$ cat config.mk
export PLATFORM = sky130hd
export DESIGN_NAME = tft_vid_monitor
export DESIGN_NICKNAME = d
export VERILOG_FILES = /design/src/rtl/tft_vid_monitor.sv
export SDC_FILE = /design/constraint.sdc
export NUM_CORES = 1
export LEC_CHECK = 0
export ABC_CLOCK_PERIOD_IN_PS = 5600
export BUFFER_PORTS_ARGS = -buffer_cell sky130_fd_sc_hd__buf_2
export CAP_MARGIN = 15
export CORE_UTILIZATION = 58
export CTS_CLUSTER_DIAMETER = 80
export DETAILED_ROUTE_END_ITERATION = 6
export GPL_TIMING_DRIVEN = 1
export PLACE_DENSITY = 0.78
export SYNTH_ARGS = -nofsm -noshare
export SYNTH_HDL_FRONTEND = slang
export SYNTH_SLANG_ARGS = --single-unit
$ cat constraint.sdc
create_clock -name clk -period 5.6 [get_ports clk]
set_input_delay 0.28 -clock clk [delete_from_list [all_inputs] [get_ports clk]]
set_output_delay 0.28 -clock clk [all_outputs]
set_load 0.005 [all_outputs]
$ cat src/rtl/tft_vid_monitor.sv
// Pixel-clock sink monitor for the clocked-video TFT stream: measures frame
// geometry, sums active pixels per frame, tracks lock and counts underflows.
module tft_vid_monitor #(
    parameter int DATA_W      = 32,
    parameter int CNT_W       = 12,
    parameter int H_ACTIVE    = 800,
    parameter int V_ACTIVE    = 480,
    parameter int LOCK_FRAMES = 2
) (
    input  logic              clk,
    input  logic              reset_n,
    input  logic              clear,
    input  logic [DATA_W-1:0] vid_data,
    input  logic              vid_datavalid,
    input  logic              vid_h_sync,
    input  logic              vid_v_sync,
    input  logic              vid_underflow,
    output logic [CNT_W-1:0]  meas_width,
    output logic [CNT_W-1:0]  meas_height,
    output logic [31:0]       frame_sum,
    output logic              meas_valid,
    output logic              err_width,
    output logic              err_height,
    output logic              locked,
    output logic [15:0]       frame_cnt,
    output logic [15:0]       underflow_cnt
);

    localparam logic [CNT_W-1:0] H_EXP = CNT_W'(H_ACTIVE);
    localparam logic [CNT_W-1:0] V_EXP = CNT_W'(V_ACTIVE);
    localparam int               GR_W  = (LOCK_FRAMES < 2) ? 1 : $clog2(LOCK_FRAMES + 1);
    localparam logic [GR_W-1:0]  RUN_FULL = GR_W'(LOCK_FRAMES);

    typedef enum logic [0:0] {SEEK = 1'b0, FRAME = 1'b1} state_t;

    function automatic logic [CNT_W-1:0] sat_inc_cnt(input logic [CNT_W-1:0] v);
        return (v == {CNT_W{1'b1}}) ? v : v + CNT_W'(1'b1);
    endfunction

    function automatic logic [15:0] sat_inc16(input logic [15:0] v);
        return (v == 16'hffff) ? v : v + 16'd1;
    endfunction

    logic              datavalid_r, datavalid_rr, vsync_r, vsync_rr, underflow_r, underflow_rr, hsync_r;
    logic [31:0]       data_r, pix_data_r;
    logic              pix_en_r, line_end_r, frame_end_r;
    logic              uf_rise_s, unused_s;

    state_t            state_r, state_s;
    logic [CNT_W-1:0]  pix_cnt_r, pix_cnt_s, line_cnt_r, line_cnt_s, last_w_r, last_w_s;
    logic [31:0]       acc_r, acc_s;
    logic              line_bad_r, line_bad_s;
    logic              err_width_r, err_width_s, err_height_r, err_height_s;
    logic [GR_W-1:0]   good_run_r, good_run_s, run_next_s;
    logic              locked_r, locked_s, meas_valid_r, meas_valid_s;
    logic [15:0]       frame_cnt_r, frame_cnt_s, underflow_cnt_r, underflow_cnt_s;
    logic [CNT_W-1:0]  meas_width_r, meas_width_s, meas_height_r, meas_height_s;
    logic [31:0]       frame_sum_r, frame_sum_s;
    logic [CNT_W-1:0]  pix_now_s, lines_now_s, last_w_now_s;
    logic [31:0]       acc_now_s;
    logic              bad_now_s, frame_good_s;

    assign uf_rise_s = underflow_r & ~underflow_rr;
    // hsync is sampled for completeness but never qualifies counting
    assign unused_s  = hsync_r;

    // Input register, second copy for edge detection, and registered events
    always_ff @(posedge clk) begin
        if (!reset_n) begin
            datavalid_r  <= 1'b0;  datavalid_rr <= 1'b0;
            vsync_r      <= 1'b0;  vsync_rr     <= 1'b0;
            underflow_r  <= 1'b0;  underflow_rr <= 1'b0;
            hsync_r      <= 1'b0;  data_r       <= 32'd0;
            pix_en_r     <= 1'b0;  pix_data_r   <= 32'd0;
            line_end_r   <= 1'b0;  frame_end_r  <= 1'b0;
        end else begin
            datavalid_r  <= vid_datavalid;  datavalid_rr <= datavalid_r;
            vsync_r      <= vid_v_sync;     vsync_rr     <= vsync_r;
            underflow_r  <= vid_underflow;  underflow_rr <= underflow_r;
            hsync_r      <= vid_h_sync;     data_r       <= vid_data[31:0];
            pix_en_r     <= datavalid_r;    pix_data_r   <= data_r;
            line_end_r   <= datavalid_rr & ~datavalid_r;
            frame_end_r  <= vsync_r & ~vsync_rr;
        end
    end

    // Next-state, counting and frame-report logic
    always_comb begin
        state_s       = state_r;       pix_cnt_s     = pix_cnt_r;
        line_cnt_s    = line_cnt_r;    acc_s         = acc_r;
        last_w_s      = last_w_r;      line_bad_s    = line_bad_r;
        err_width_s   = err_width_r;   err_height_s  = err_height_r;
        good_run_s    = good_run_r;    locked_s      = locked_r;
        frame_cnt_s   = frame_cnt_r;   meas_valid_s  = 1'b0;
        meas_width_s  = meas_width_r;  meas_height_s = meas_height_r;
        frame_sum_s   = frame_sum_r;   run_next_s    = good_run_r;
        pix_now_s     = pix_cnt_r;     acc_now_s     = acc_r;
        lines_now_s   = line_cnt_r;    last_w_now_s  = last_w_r;
        bad_now_s     = line_bad_r;    frame_good_s  = 1'b0;
        underflow_cnt_s = uf_rise_s ? sat_inc16(underflow_cnt_r) : underflow_cnt_r;
        case (state_r)
            SEEK: begin
                if (frame_end_r) begin
                    state_s    = FRAME;
                    pix_cnt_s  = {CNT_W{1'b0}};  line_cnt_s = {CNT_W{1'b0}};
                    last_w_s   = {CNT_W{1'b0}};  acc_s      = 32'd0;
                    line_bad_s = 1'b0;
                end else begin
                    state_s = SEEK;
                end
            end
            FRAME: begin
                if (pix_en_r) begin
                    pix_now_s = sat_inc_cnt(pix_cnt_r);
                    acc_now_s = acc_r + pix_data_r;
                end else begin
                    pix_now_s = pix_cnt_r;
                    acc_now_s = acc_r;
                end
                // A line closing together with vsync belongs to the closing frame
                if (line_end_r) begin
                    last_w_now_s = pix_now_s;
                    lines_now_s  = sat_inc_cnt(line_cnt_r);
                    if (pix_now_s != H_EXP) begin
                        bad_now_s   = 1'b1;
                        err_width_s = 1'b1;
                    end else begin
                        bad_now_s = line_bad_r;
                    end
                    pix_now_s = {CNT_W{1'b0}};
                end else begin
                    last_w_now_s = last_w_r;
                    lines_now_s  = line_cnt_r;
                end
                if (frame_end_r) begin
                    meas_width_s  = last_w_now_s;
                    meas_height_s = lines_now_s;
                    frame_sum_s   = acc_now_s;
                    meas_valid_s  = 1'b1;
                    frame_cnt_s   = sat_inc16(frame_cnt_r);
                    frame_good_s  = ~bad_now_s & (lines_now_s == V_EXP);
                    if (lines_now_s != V_EXP) begin
                        err_height_s = 1'b1;
                    end else begin
                        err_height_s = err_height_r;
                    end
                    if (frame_good_s) begin
                        run_next_s = (good_run_r >= RUN_FULL) ? RUN_FULL : good_run_r + GR_W'(1'b1);
                    end else begin
                        run_next_s = {GR_W{1'b0}};
                    end
                    good_run_s = run_next_s;
                    locked_s   = (run_next_s == RUN_FULL);
                    pix_cnt_s  = {CNT_W{1'b0}};  line_cnt_s = {CNT_W{1'b0}};
                    last_w_s   = {CNT_W{1'b0}};  acc_s      = 32'd0;
                    line_bad_s = 1'b0;
                end else begin
                    pix_cnt_s  = pix_now_s;     line_cnt_s = lines_now_s;
                    last_w_s   = last_w_now_s;  acc_s      = acc_now_s;
                    line_bad_s = bad_now_s;
                end
            end
            default: state_s = SEEK;
        endcase
    end

    // State and output registers; clear keeps the last frame's measurements
    always_ff @(posedge clk) begin
        if (!reset_n || clear) begin
            state_r         <= SEEK;
            pix_cnt_r       <= {CNT_W{1'b0}};  line_cnt_r <= {CNT_W{1'b0}};
            last_w_r        <= {CNT_W{1'b0}};  acc_r      <= 32'd0;
            line_bad_r      <= 1'b0;           good_run_r <= {GR_W{1'b0}};
            err_width_r     <= 1'b0;           err_height_r <= 1'b0;
            locked_r        <= 1'b0;           meas_valid_r <= 1'b0;
            frame_cnt_r     <= 16'd0;          underflow_cnt_r <= 16'd0;
            if (!reset_n) begin
                meas_width_r  <= {CNT_W{1'b0}};
                meas_height_r <= {CNT_W{1'b0}};
                frame_sum_r   <= 32'd0;
            end
        end else begin
            state_r         <= state_s;
            pix_cnt_r       <= pix_cnt_s;      line_cnt_r <= line_cnt_s;
            last_w_r        <= last_w_s;       acc_r      <= acc_s;
            line_bad_r      <= line_bad_s;     good_run_r <= good_run_s;
            err_width_r     <= err_width_s;    err_height_r <= err_height_s;
            locked_r        <= locked_s;       meas_valid_r <= meas_valid_s;
            frame_cnt_r     <= frame_cnt_s;    underflow_cnt_r <= underflow_cnt_s;
            meas_width_r    <= meas_width_s;   meas_height_r <= meas_height_s;
            frame_sum_r     <= frame_sum_s;
        end
    end

    assign meas_width    = meas_width_r;
    assign meas_height   = meas_height_r;
    assign frame_sum     = frame_sum_r;
    assign meas_valid    = meas_valid_r;
    assign err_width     = err_width_r;
    assign err_height    = err_height_r;
    assign locked        = locked_r;
    assign frame_cnt     = frame_cnt_r;
    assign underflow_cnt = underflow_cnt_r;

endmodule

# Word-level counts from Yosys, hierarchy flattened
# Index checks and enable logic that the tools add are counted.
# word_totals
register_bits	236
latch_bits	0
ram_bits	0
mem_bits_ro	0
inputBits	39
out_inout_bits	92
word_cells	107
memories	0
# op_classes
addsub	6
multipliers	0
div	0
magnitude_cmp	1
n_eq_ne	10
n_shift	0
muxes	42
n_bitwise	11
n_reduce_logical	11
# ops
operator	n
$mux 12	19
$mux 32	7
$pmux 12 s2	3
$pmux 32 s2	1
$add 16x1->16 const B	2
$add 32x32->32	1
$eq 16x16->1 const B	2
$add 12x1->12 const B	2
$eq 12x12->1 const B	2
$eq 12x9->1 const B	1
$ne 12x10->1 const B	1
$ne 12x9->1 const B	1
$reduce_and 3->1	4
$mux 2	4
$mux 1	7
$not 1->1	7
$and 1x1->1	4
$ne 2x2->1 const B	2
$reduce_and 2->1	2
$reduce_bool 2->1	2
$add 2x1->2 const B	1
$eq 2x2->1 const B	1
$ge 2x2->1 const B	1
$pmux 1 s2	1
other kinds (3)	3

# Depth between registers and ports, before layout
# logic_depth
ltp_word	14
depth_mapped	11
ltp_nobuf	11

# Worst setup path before layout
# OpenSTA, ideal clock, no wires.
# synth_timing
path_kind	flip-flop to flip-flop
start	register state_r
end	register frame_sum_r[0] (netlist: frame_sum[0]) (enable)
setup_time_ns	0.547
arrival_time_ns	4.580
required_time_ns	5.053
slack_ns	0.473
stages_incl_launch_ff	4
path_buffers	1
period_less_slack_ns	5.127
path_cell_list	dfxtp_1 clkbuf_1 nand2_1 o21ai_0
# synth_between
elab_chain_cells	2
# synth_lines
element	line_no	text
from (decl)	49	state_t state_r, state_s;
from (signal assigned)	183	state_r <= state_s;
$reduce_bool 2->1 (no line)	-	
$reduce_and 3->1 (no line)	-	
to (signal assigned)	191	frame_sum_r <= frame_sum_s;
to (decl)	58	logic [31:0] frame_sum_r, frame_sum_s;
# Every way passes these cells.
# A chain may end at the register's enable or synchronous reset.

# Worst setup path after layout
# layout_timing
start	register acc_r[0]
end	register frame_sum_r[30] (netlist: frame_sum[30]), data pin
# layout_between
elab_chain_cells	5
# layout_lines
element	line_no	text
from (decl)	51	logic [31:0] acc_r, acc_s;
from (signal assigned)	185	last_w_r <= last_w_s; acc_r <= acc_s;
$add 32x32->32	115	acc_now_s = acc_r + pix_data_r;
$mux 32	113	if (pix_en_r) begin
$mux 32	135	if (frame_end_r) begin
$mux 32	101	case (state_r)
$mux 32	169	if (!reset_n || clear) begin
# Every way passes these cells. The select of a mux whose other input is x is not followed.

==> impl_metrics.py <==
metrics = {
    "die": {
        "chipHeight_um": 137,
        "core_um2": 17500,
        "dieWidth_um": 137,
        "floorplan.io_pins": 131,
        "fp-row-count": 48,
        "fp.dieArea_um2": 18700,
        "initial_utilization_pct": 60.1,
    },
    "worst_hold_path": {
        "hold_path_endpoint": "meas_valid",
        "timing.hold.worst.class": "in -> reg",
        "hold_path.startpoint": "clear",
        "hold-path-cell-count": 3,
    },
    "routing": {
        "routedLengthMet1_um": 10200,
        "met2RoutedLength_um": 10900,
        "drc_errors_left": 0,
        "dr_wl_met3_um": 1160,
        "avgViaCountPerCell": 5.65,
        "highest-signal-layer": "met4",
        "detail_route.iter0.violations": 492,
        "detail-route-antenna-nets": 0,
        "avgRoutedWirePerCell_um": 15.4,
        "routed_wirelength_um": 22700,
        "firstDrtPassIters": 5,
        "detailed_route_via_count": 8321,
    },
    "timing": {
        "finalWorstPathRequiredPeriod_ns": 3.22,
        "fmax_mhz": 310,
        "setup_violators_final": 0,
        "setup_repair_after_global_routing_missed_its_margin": "no",
        "timing.final.crit_share_pct": 57.5,
        "relSlewSlack_pct": 41.6,
        "setup_skew_ns": 0.0142,
        "report.final.slew_viol_count": 0,
        "setup_total_negative_slack_ns": 0,
        "worst_max_slew_pin_slew_ns": 0.874,
        "hold_violations": 0,
    },
    "clock_tree": {
        "cts-buffers-inserted": 24,
        "cts_tree": "yes",
        "worst_setup_hold_path_clk_slew_ns": 0.06,
        "cts_resized": 0,
        "cts_buffer_depth": 3,
        "ctsHtreeMaxLevel": 1,
        "clock_latency_ns": 0.52,
        "number_of_sinks_handled_by_clock_tree_synthesis": 236,
        "root_buffer": "clkbuf_16",
    },
    "layout": {
        "final_core_utilization_pct": 71.2,
        "post-route-cell-area_um2": 12500,
        "instances_no_fill": 1474,
        "area_delta_synth_final_pct": 18.4,
        "final_nets": 1306,
        "drive_gt1_share_pct": 16.3,
        "antennaDiodeCount": 0,
    },
    "setup_path": {
        "crit_path_cell_trace": "ha_1, fa_1, a211oi_1, o21ai_0, and2_1, a21oi_1, o21ai_0, a31o_2, a21oi_1, xor2_1, o22ai_1",
        "reg2reg_depth": 11,
        "r2r_end": "frame_sum[30]",
        "cpMaxStageDelayCell": "fa_1",
        "kind_of_critical_path": "reg -> reg",
        "worst_setup_path_end_kind": "register",
        "top_cell_family_by_delay_on_the_critical_path": "compound AO/OA/AOI/OAI gates",
        "worst-endpoint-required_ns": 5.84,
        "reg_to_reg_setup_timing_slack_ns": 2.38,
        "crit_buf_inv": 0,
        "critical-path-max-stage-delay_ns": 0.44,
        "r2r_start": "acc_r[0]",
        "timing.critical_path.from_type": "register",
        "critical_path.max_fanout": 3,
        "cp.arrival_ns": 3.46,
    },
    "synth": {
        "mappedNetlistArea_um2": 10500,
        "synth_ff_type": "dfxtp_1",
        "yosysWarnings": 0,
        "postSynthNetCount": 1157,
        "count_of_cell_types_in_the_netlist": 73,
        "synth-edff-count": 56,
        "async_reset_ff_share_pct": 0,
        "part_of_the_yosys_area_used_for_sequential_elements_pct": 50.1,
        "ys_ff_latch": 236,
        "synth_cells": 1082,
        "synthesis.area_per_instance_um2": 9.74,
    },
    "grt": {
        "grt_pass1_wl_um": 36700,
        "grt_max_degree": 75,
        "track_usage_pct": 24.5,
        "antenna_found_initial": 0,
        "globalRouteOverflowTotal": 0,
        "first_global_vias": 7745,
    },
    "place": {
        "port_buffers": 129,
        "replace_congestion": 0.867,
        "dp_hpwl_um": 14900,
        "place_area_um2": 11300,
        "post-place-cells": 1395,
    },
    "outcome": {
        "run_status": "completed",
    },
    "power": {
        "max-vdd-ir-drop_uv": 295,
        "p_per_area_nw_per_um2": 284,
        "totalPowerFinal_mw": 3.54,
        "total_leakage_power_nw": 5.02,
    },
    "flow_run": {
        "max_cap_viol_count": 0,
    },
}
## cells in the final DEF (no fill, tap or decap), drive strengths merged, types with 3 or more instances in the layout
cell	n
dfxtp	180
buf	140
nor2	121
nand2	89
and2	81
a21oi	63
edfxtp	56
o21ai	48
a22o	38
nand3	37
xor2	36
ha	35
dlygate4sd3	35
clkbuf	33
mux2i	28
xnor2	25
nor3	23
nand4	21
inv	13
a211oi	13
a21o	11
a31oi	10
and3	10
o21a	8
and4	8
or3	8
o211ai	8
o22ai	7
nor2b	7
clkinv	7
o21bai	5
nand2b	4
nor4	3
a31o	3
or2	3
or4b	3
## what timing repair did
| item | 4_1_cts | 5_1_grt |
|---|---|---|
| setup buffers | 0 | 0 |
| hold buffers | 35 | 0 |
| endpoints found under the hold margin | 35 | 0 |
## synth_stat cells, drive strengths merged (8+ instances only)
cell type / number / share of area, %
a21o: 11 / 0.78
edfxtp: 56 / 16
inv: 13 / 0.46
o21ai: 48 / 2.4
buf: 10 / 0.59
or3: 8 / 0.47
nand2: 89 / 3.2
a31oi: 10 / 0.59
nor2: 121 / 4.4
nand4: 21 / 1.4
o21a: 8 / 0.57
a22o: 38 / 3.2
dfxtp: 180 / 34
clkbuf: 42 / 1.7
mux2i: 28 / 2.7
and3: 10 / 0.65
ha: 35 / 4.2
a21oi: 63 / 3.1
and4: 8 / 0.66
a211oi: 13 / 0.97
nand3: 37 / 1.8
xor2: 36 / 3.0
xnor2: 25 / 2.1
and2: 81 / 4.8
o211ai: 8 / 0.62
nor3: 23 / 1.1
## sequential cells by signal, summed over array words and instances, names as in the netlist, 2 cells and up
signal	count
frame_cnt	16
last_w_r	12
data_r	32
acc_r	32
underflow_cnt	16
meas_height	12
meas_width	12
line_cnt_r	12
frame_sum	32
pix_data_r	32
pix_cnt_r	12
good_run_r	2
## where the power goes
part | leakage [nW] | switching, mW | total (mW) | internal, mW
combinational | 2.59 | 0.0897 | 0.161 | 0.0714
sequential | 2.04 | 0.0154 | 1.80 | 1.78
clock | 0.386 | 0.638 | 1.59 | 0.950
## through the flow
| stage | hold slack [ns] | setup slack, ns |
|---|---|---|
| 3_3_place_gp | 0.382 | 2.34 |
| 3_5_place_dp | 0.388 | 2.45 |
| 5_1_grt | 0.138 | 2.24 |
| 2_1_floorplan | 0.367 | 0.473 |
| 4_1_cts | 0.107 | 2.41 |
| 6_report | 0.123 | 2.38 |
## metal layers
metal	vias to the layer above	track usage, %
met1	3901	31.8
met3	33	3.93
li1	4153	-
met2	234	42.2
met5	-	0
met4	0	7.08
## layout make-up
cell class	count	area (µm²)
flip-flops and latches	236	5290
fillers	1345	5050
multi-input cells	781	4980
repair buffers	175	1090
clock buffers	33	687
well taps	225	282
clock inverters	11	108
inverters	13	48.8
## cell families after synthesis
| logic type | synth area share (%) |
|---|---|
| AO/OA/AOI/OAI | 14.7 |
| XOR/XNOR | 5.07 |
| adder cells (fa/ha/maj) | 4.34 |
| buffers and inverters | 2.74 |
| flip-flops | 50.1 |
| multiplexers | 2.87 |
| AND/OR/NAND/NOR | 20.1 |
## tightest hold or removal path, stage by stage
cell	delay (ns)
buf_2	0.12
nand2b_2	0.13
nor2_1	0.06
## worst max-delay path by stage
stage	from	to	cells after the start
after floorplan	state_r	frame_sum[0]	3
after global placement	reset_n	line_cnt_r[8]	9
after detailed placement	acc_r[0]	frame_sum[30]	11
after CTS	acc_r[0]	frame_sum[30]	11
after global routing	acc_r[0]	frame_sum[30]	11
final	acc_r[0]	frame_sum[30]	11
(Power assumes the default switching activity.)
